**config.mk**
```make
export PLATFORM = sky130hd
export DESIGN_NAME = adder_pair_top
export DESIGN_NICKNAME = d
export VERILOG_FILES = /design/src/rtl/adder_pair_pkg.sv /design/src/rtl/adder_pair_kernel.sv /design/src/rtl/adder_pair_top.sv /design/src/rtl/adder_operand_pairer.sv
export SDC_FILE = /design/constraint.sdc
export NUM_CORES = 1
export LEC_CHECK = 0
export BUFFER_PORTS_ARGS = -buffer_cell sky130_fd_sc_hd__buf_2
export CORE_MARGIN = 4
export CORE_UTILIZATION = 53
export DETAILED_ROUTE_END_ITERATION = 12
export GPL_TIMING_DRIVEN = 0
export PLACE_DENSITY = 0.89
export SYNTH_ARGS = -nofsm -noshare
export SYNTH_HDL_FRONTEND = slang
export SYNTH_SLANG_ARGS = --single-unit
export TNS_END_PERCENT = 30
```
**constraint.sdc**
```tcl
create_clock -name clock_reset -period 2.4 [get_ports clock_reset]
set_input_delay 0.12 -clock clock_reset [delete_from_list [all_inputs] [get_ports clock_reset]]
set_output_delay 0.12 -clock clock_reset [all_outputs]
set_load 0.005 [all_outputs]
```
**src/rtl/adder_pair_pkg.sv**
```systemverilog
// Shared types and widths for the adder operand pairing stage.
package adder_pair_pkg;

  localparam int unsigned NIBBLE_W  = 4;
  localparam int unsigned OPBUS_W   = 8;
  localparam int unsigned RES_W     = 5;
  localparam int unsigned CARRY_BIT = 4;

  typedef enum logic [1:0] {
    WAIT_A = 2'd0,
    WAIT_B = 2'd1,
    ADD    = 2'd2,
    HOLD   = 2'd3
  } pair_state_t;

endpackage

```
**src/rtl/adder_pair_kernel.sv**
```systemverilog
// Combinational 4-bit ripple-carry adder: {B, A} in, {carry, sum} out.
module adder_pair_kernel
  import adder_pair_pkg::*;
(
  input  logic [OPBUS_W-1:0] adder_i,
  output logic [RES_W-1:0]   adder_o
);

  logic [NIBBLE_W:0] carry;

  always_comb begin
    carry   = '0;
    adder_o = '0;
    for (int unsigned i = 0; i < NIBBLE_W; i++) begin
      adder_o[i]   = adder_i[i] ^ adder_i[i+NIBBLE_W] ^ carry[i];
      carry[i+1]   = (adder_i[i] & adder_i[i+NIBBLE_W])
                   | (carry[i] & (adder_i[i] ^ adder_i[i+NIBBLE_W]));
    end
    adder_o[CARRY_BIT] = carry[NIBBLE_W];
  end

endmodule

```
**src/rtl/adder_pair_top.sv**
```systemverilog
// Pairer plus the ripple adder kernel; the pairer owns all state.
module adder_pair_top
  import adder_pair_pkg::*;
#(
  parameter int unsigned CNT_W = 8
) (
  input  logic [1:0]          clock_reset,
  input  logic [NIBBLE_W-1:0] in_data,
  input  logic                in_valid,
  output logic                in_ready,
  output logic [RES_W-1:0]    out_data,
  output logic                out_valid,
  input  logic                out_ready,
  output logic [CNT_W-1:0]    pair_count,
  output logic [CNT_W-1:0]    carry_count
);

  logic [OPBUS_W-1:0] adder_i;
  logic [RES_W-1:0]   adder_o;

  adder_operand_pairer #(.CNT_W(CNT_W)) u_pairer (
    .clock_reset (clock_reset),
    .in_data     (in_data),
    .in_valid    (in_valid),
    .in_ready    (in_ready),
    .adder_i     (adder_i),
    .adder_o     (adder_o),
    .out_data    (out_data),
    .out_valid   (out_valid),
    .out_ready   (out_ready),
    .pair_count  (pair_count),
    .carry_count (carry_count)
  );

  adder_pair_kernel u_kernel (
    .adder_i (adder_i),
    .adder_o (adder_o)
  );

endmodule

```
**src/rtl/adder_operand_pairer.sv**
```systemverilog
// Pairs incoming nibbles into adder operands, captures the adder result and
// hands it downstream, keeping delivered-pair and carry statistics.
module adder_operand_pairer
  import adder_pair_pkg::*;
#(
  parameter int unsigned CNT_W = 8
) (
  input  logic [1:0]          clock_reset,
  input  logic [NIBBLE_W-1:0] in_data,
  input  logic                in_valid,
  output logic                in_ready,
  output logic [OPBUS_W-1:0]  adder_i,
  input  logic [RES_W-1:0]    adder_o,
  output logic [RES_W-1:0]    out_data,
  output logic                out_valid,
  input  logic                out_ready,
  output logic [CNT_W-1:0]    pair_count,
  output logic [CNT_W-1:0]    carry_count
);

  localparam logic [CNT_W-1:0] CNT_ONE = {{(CNT_W-1){1'b0}}, 1'b1};

  logic clk;
  logic rst_n;
  assign clk   = clock_reset[0];
  assign rst_n = clock_reset[1];

  pair_state_t         state;
  logic [NIBBLE_W-1:0] a_reg;
  logic [NIBBLE_W-1:0] b_reg;
  logic [RES_W-1:0]    res_reg;
  logic                in_xfer;
  logic                out_xfer;

  // HOLD forwards out_ready so the next A can land in the same cycle the
  // result leaves; reset masks both handshakes so nothing transfers then.
  always_comb begin
    in_ready = 1'b0;
    case (state)
      WAIT_A, WAIT_B: in_ready = 1'b1;
      HOLD:           in_ready = out_ready;
      default:        in_ready = 1'b0;
    endcase
    if (!rst_n) in_ready = 1'b0;
  end

  assign out_valid = (state == HOLD) && rst_n;
  assign in_xfer   = in_valid && in_ready;
  assign out_xfer  = out_valid && out_ready;
  assign adder_i   = {b_reg, a_reg};
  assign out_data  = res_reg;

  always_ff @(posedge clk) begin
    if (!rst_n) begin
      state       <= WAIT_A;
      a_reg       <= '0;
      b_reg       <= '0;
      res_reg     <= '0;
      pair_count  <= '0;
      carry_count <= '0;
    end else begin
      if (out_xfer) begin
        pair_count <= pair_count + CNT_ONE;
        if (res_reg[CARRY_BIT] && (carry_count != '1))
          carry_count <= carry_count + CNT_ONE;
      end
      case (state)
        WAIT_A: begin
          if (in_xfer) begin
            a_reg <= in_data;
            state <= WAIT_B;
          end
        end
        WAIT_B: begin
          if (in_xfer) begin
            b_reg <= in_data;
            state <= ADD;
          end
        end
        ADD: begin
          res_reg <= adder_o;
          state   <= HOLD;
        end
        HOLD: begin
          if (in_xfer) begin
            a_reg <= in_data;
            state <= WAIT_B;
          end else if (out_ready) begin
            state <= WAIT_A;
          end
        end
        default: state <= WAIT_A;
      endcase
    end
  end

endmodule
```
==> impl_results.md <==
- Placed instance count: 227
- DRC Markers: 0
- Die W: between 60 and 70 um
- Top Ports: 31
- Nets: 269
- Syn-to-layout area delta: 41.2%
- Syn_nets: 186
- Compound-Gate Fraction of Synth Area: between 10 and 15%
- Starting DRT DRC Count: 254
- # diodes: 0
- Count of final setup violators: 0
- Synth cell count leaders: dfxtp_1, nor2_1, nand2_1
- Yosys warns: 0
- Lkg Pwr: 1.01 nW
- Post-synthesis simple-gate area fraction: 21.1%
- Most numerous cell in the Yosys netlist: dfxtp_1
- Initial core utilization: a little under three fifths
- Setup CP Type: clock port to flop
- Final WL: 4.91 mm
- Filler instances: between 150 and 200
- Main synth FF type: dfxtp_1
- Non-filler cells, final: 294
- Gr usage total: around a third
- Hold Crit Class: primary input to flop
- Drt pass-1 iters: 5
- Mapped Avg Cell Area: between 9 and 10 um^2
- Max Slew Vio Count: 0
- Largest family of logic cells by synthesized area: simple AND/OR/NAND/NOR gates
- Unrepaired setup endpoints after global routing: no
- Max Fanout on Critical Path: 3
- Synth async-reset ratio: 0%
- Mapped cell area: between 1500 and 2000 um^2
- Actual slew at the worst max-slew pin: between 500 and 600 ps
- Post-synthesis instance total: 167
- Slew margin rel.: 65.7%
- Post-DP Area: 1690 um^2
- Via count: 1746
- Largest cells by area after synthesis: dfxtp_1, ha_1, mux2i_1, nor2_1, fa_1
- Synth unique cells: 37
- Mux share of post-synthesis cell area: 5.30%
- Initial antenna violation count: 0
- Post-DP HPWL: 2.24 mm
- First-pass GRT wire length: 8.74 mm
- Via density: 5.94
- Clk_lat worst skew: 340 ps
- Startpoint Class: clock port
- Layout cells sized above 1: 34.2%
- Data arrival time of the critical path: 2540 ps
- Count of final hold-check violations: 0
- Final Cell Area: 2130 um^2
- Post-Synth Adder-Cell Area: 10.6%
- Fin util: between 70% and 80%
- IO buf count: 29
- Antenna Nets Post-Route: 0
- Die Footprint: 3770 um^2
- Post-Route Setup TNS: 0 ps
- Worst Skew: ~6.1 ps
- Pin count of the biggest net entering global routing: 11
- Element type at the critical path end: flop
- Post-synthesis xor/xnor area fraction: 4.64%
- Yosys top cell area share: around 41%
- Avg WL per Cell: 16.7 um
- Max-cap violations: 0
- GRT overflow: 0
- Core Rows: 19
- Cell taking the most area after synthesis: dfxtp_1
- Core Region: 2730 um^2
- Power per Cell Area: about 1200 nW/um^2
- Worst-path clk slew: about 90 ps
- Seq/Total Area, Yosys: 41.1%
- Status: finished, final reports clean
- Flops & latches, synth: 31
- Peak supply drop: 1.14 mV
- Routability cong.: 0.795
- Number of synthesized flops with an enable pin: 0
- WP data required: 2620 ps
- Die H: 61.4 um
- CTS tree: yes
- Vias in the first global route: 2374
-- what timing repair did --
item                       4_1_cts  5_1_grt
setup buffers                    0        0
hold buffers                     1        0
gates resized for setup          0        1
hold endpoints to repair         1        0
setup endpoints to repair        0        2
-- critical path, stage by stage --
cell	delay (ps)
clkbuf_4	130
clkbuf_4	160
and4_4	180
clkbuf_4	130
clkbuf_4	140
o21ai_2	50
clkbuf_4	150
clkbuf_4	150
mux2i_1	190
nor2_1	50
-- metal layers --
metal | vias up | wire length, um | global-route usage [%]
li1 | 757 | - | -
met1 | 797 | 1810 | 26.1
met2 | 137 | 2110 | 31.3
met3 | 55 | 591 | 35.6
met4 | 0 | 393 | 46.7
met5 | - | 0 | 7.14
-- per-stage QoR --
| step | hold WS [ps] | power [mW] | setup WS [ps] |
|---|---|---|---|
| 2_1_floorplan | 228 | 1.19 | 531 |
| 3_3_place_gp | 260 | 1.28 | 531 |
| 3_5_place_dp | 260 | 1.29 | 502 |
| 4_1_cts | 1.04 | 2.51 | 31.1 |
| 5_1_grt | 24.0 | 2.72 | 16.8 |
| 6_report | 4.65 | 2.49 | 79.8 |
-- placed cells by master (no fill, tap or decap), types with 4 or more instances in the layout --
cell and count:
a211oi_1 4, a21oi_1 7, buf_2 30, clkbuf_1 11, clkbuf_4 44, dfxtp_1 31, ha_1 8, inv_1 13
inv_2 9, mux2i_1 8, nand2_1 15, nand3_1 7, nor2_1 19, nor3_1 4, xor2_1 5
-- final timing paths --
kind	start	end	slack (ps)	depth (start not counted)
worst max-delay path	clock_reset[1]	u_pairer.carry_count[1]	80	10
worst min-delay path	in_data[0]	u_pairer.a_reg[0]	5	3
worst max register to register	u_pairer.state[1]	u_pairer.carry_count[4]	220	10
worst min register to register	u_pairer.a_reg[0]	u_pairer.a_reg[0]	460	2
-- power breakdown --
group | leakage [nW] | internal (mW) | total, mW | switching, mW
Combinational | 0.333 | 0.109 | 0.277 | 0.168
Sequential | 0.251 | 0.589 | 0.651 | 0.0618
Clock | 0.429 | 0.732 | 1.57 | 0.834
-- final cells by class --
type                    count  area, um^2  share of cell area [%]
inverters                  12        45.0                    2.11
repair buffers             28         145                    6.81
well taps                  31        38.8                    1.82
clock buffers              55         388                    18.2
multi-input cells         118         821                    38.5
plain buffers               5        20.0                   0.939
clock inverters            14        53.8                    2.52
flip-flops and latches     31         621                    29.1
-- logic make-up (layout without fill, tap and decap cells) --
group,Yosys count,count (layout)
and+or+nand+nor,62,62
DFF,31,31
AOI/OAI and AO/OA,29,29
buffers and inverters,18,114
adders and majority gates,11,11
xor gates and xnor gates,8,8
muxes,8,8
No activity file was read; power rests on OpenSTA's default activity.
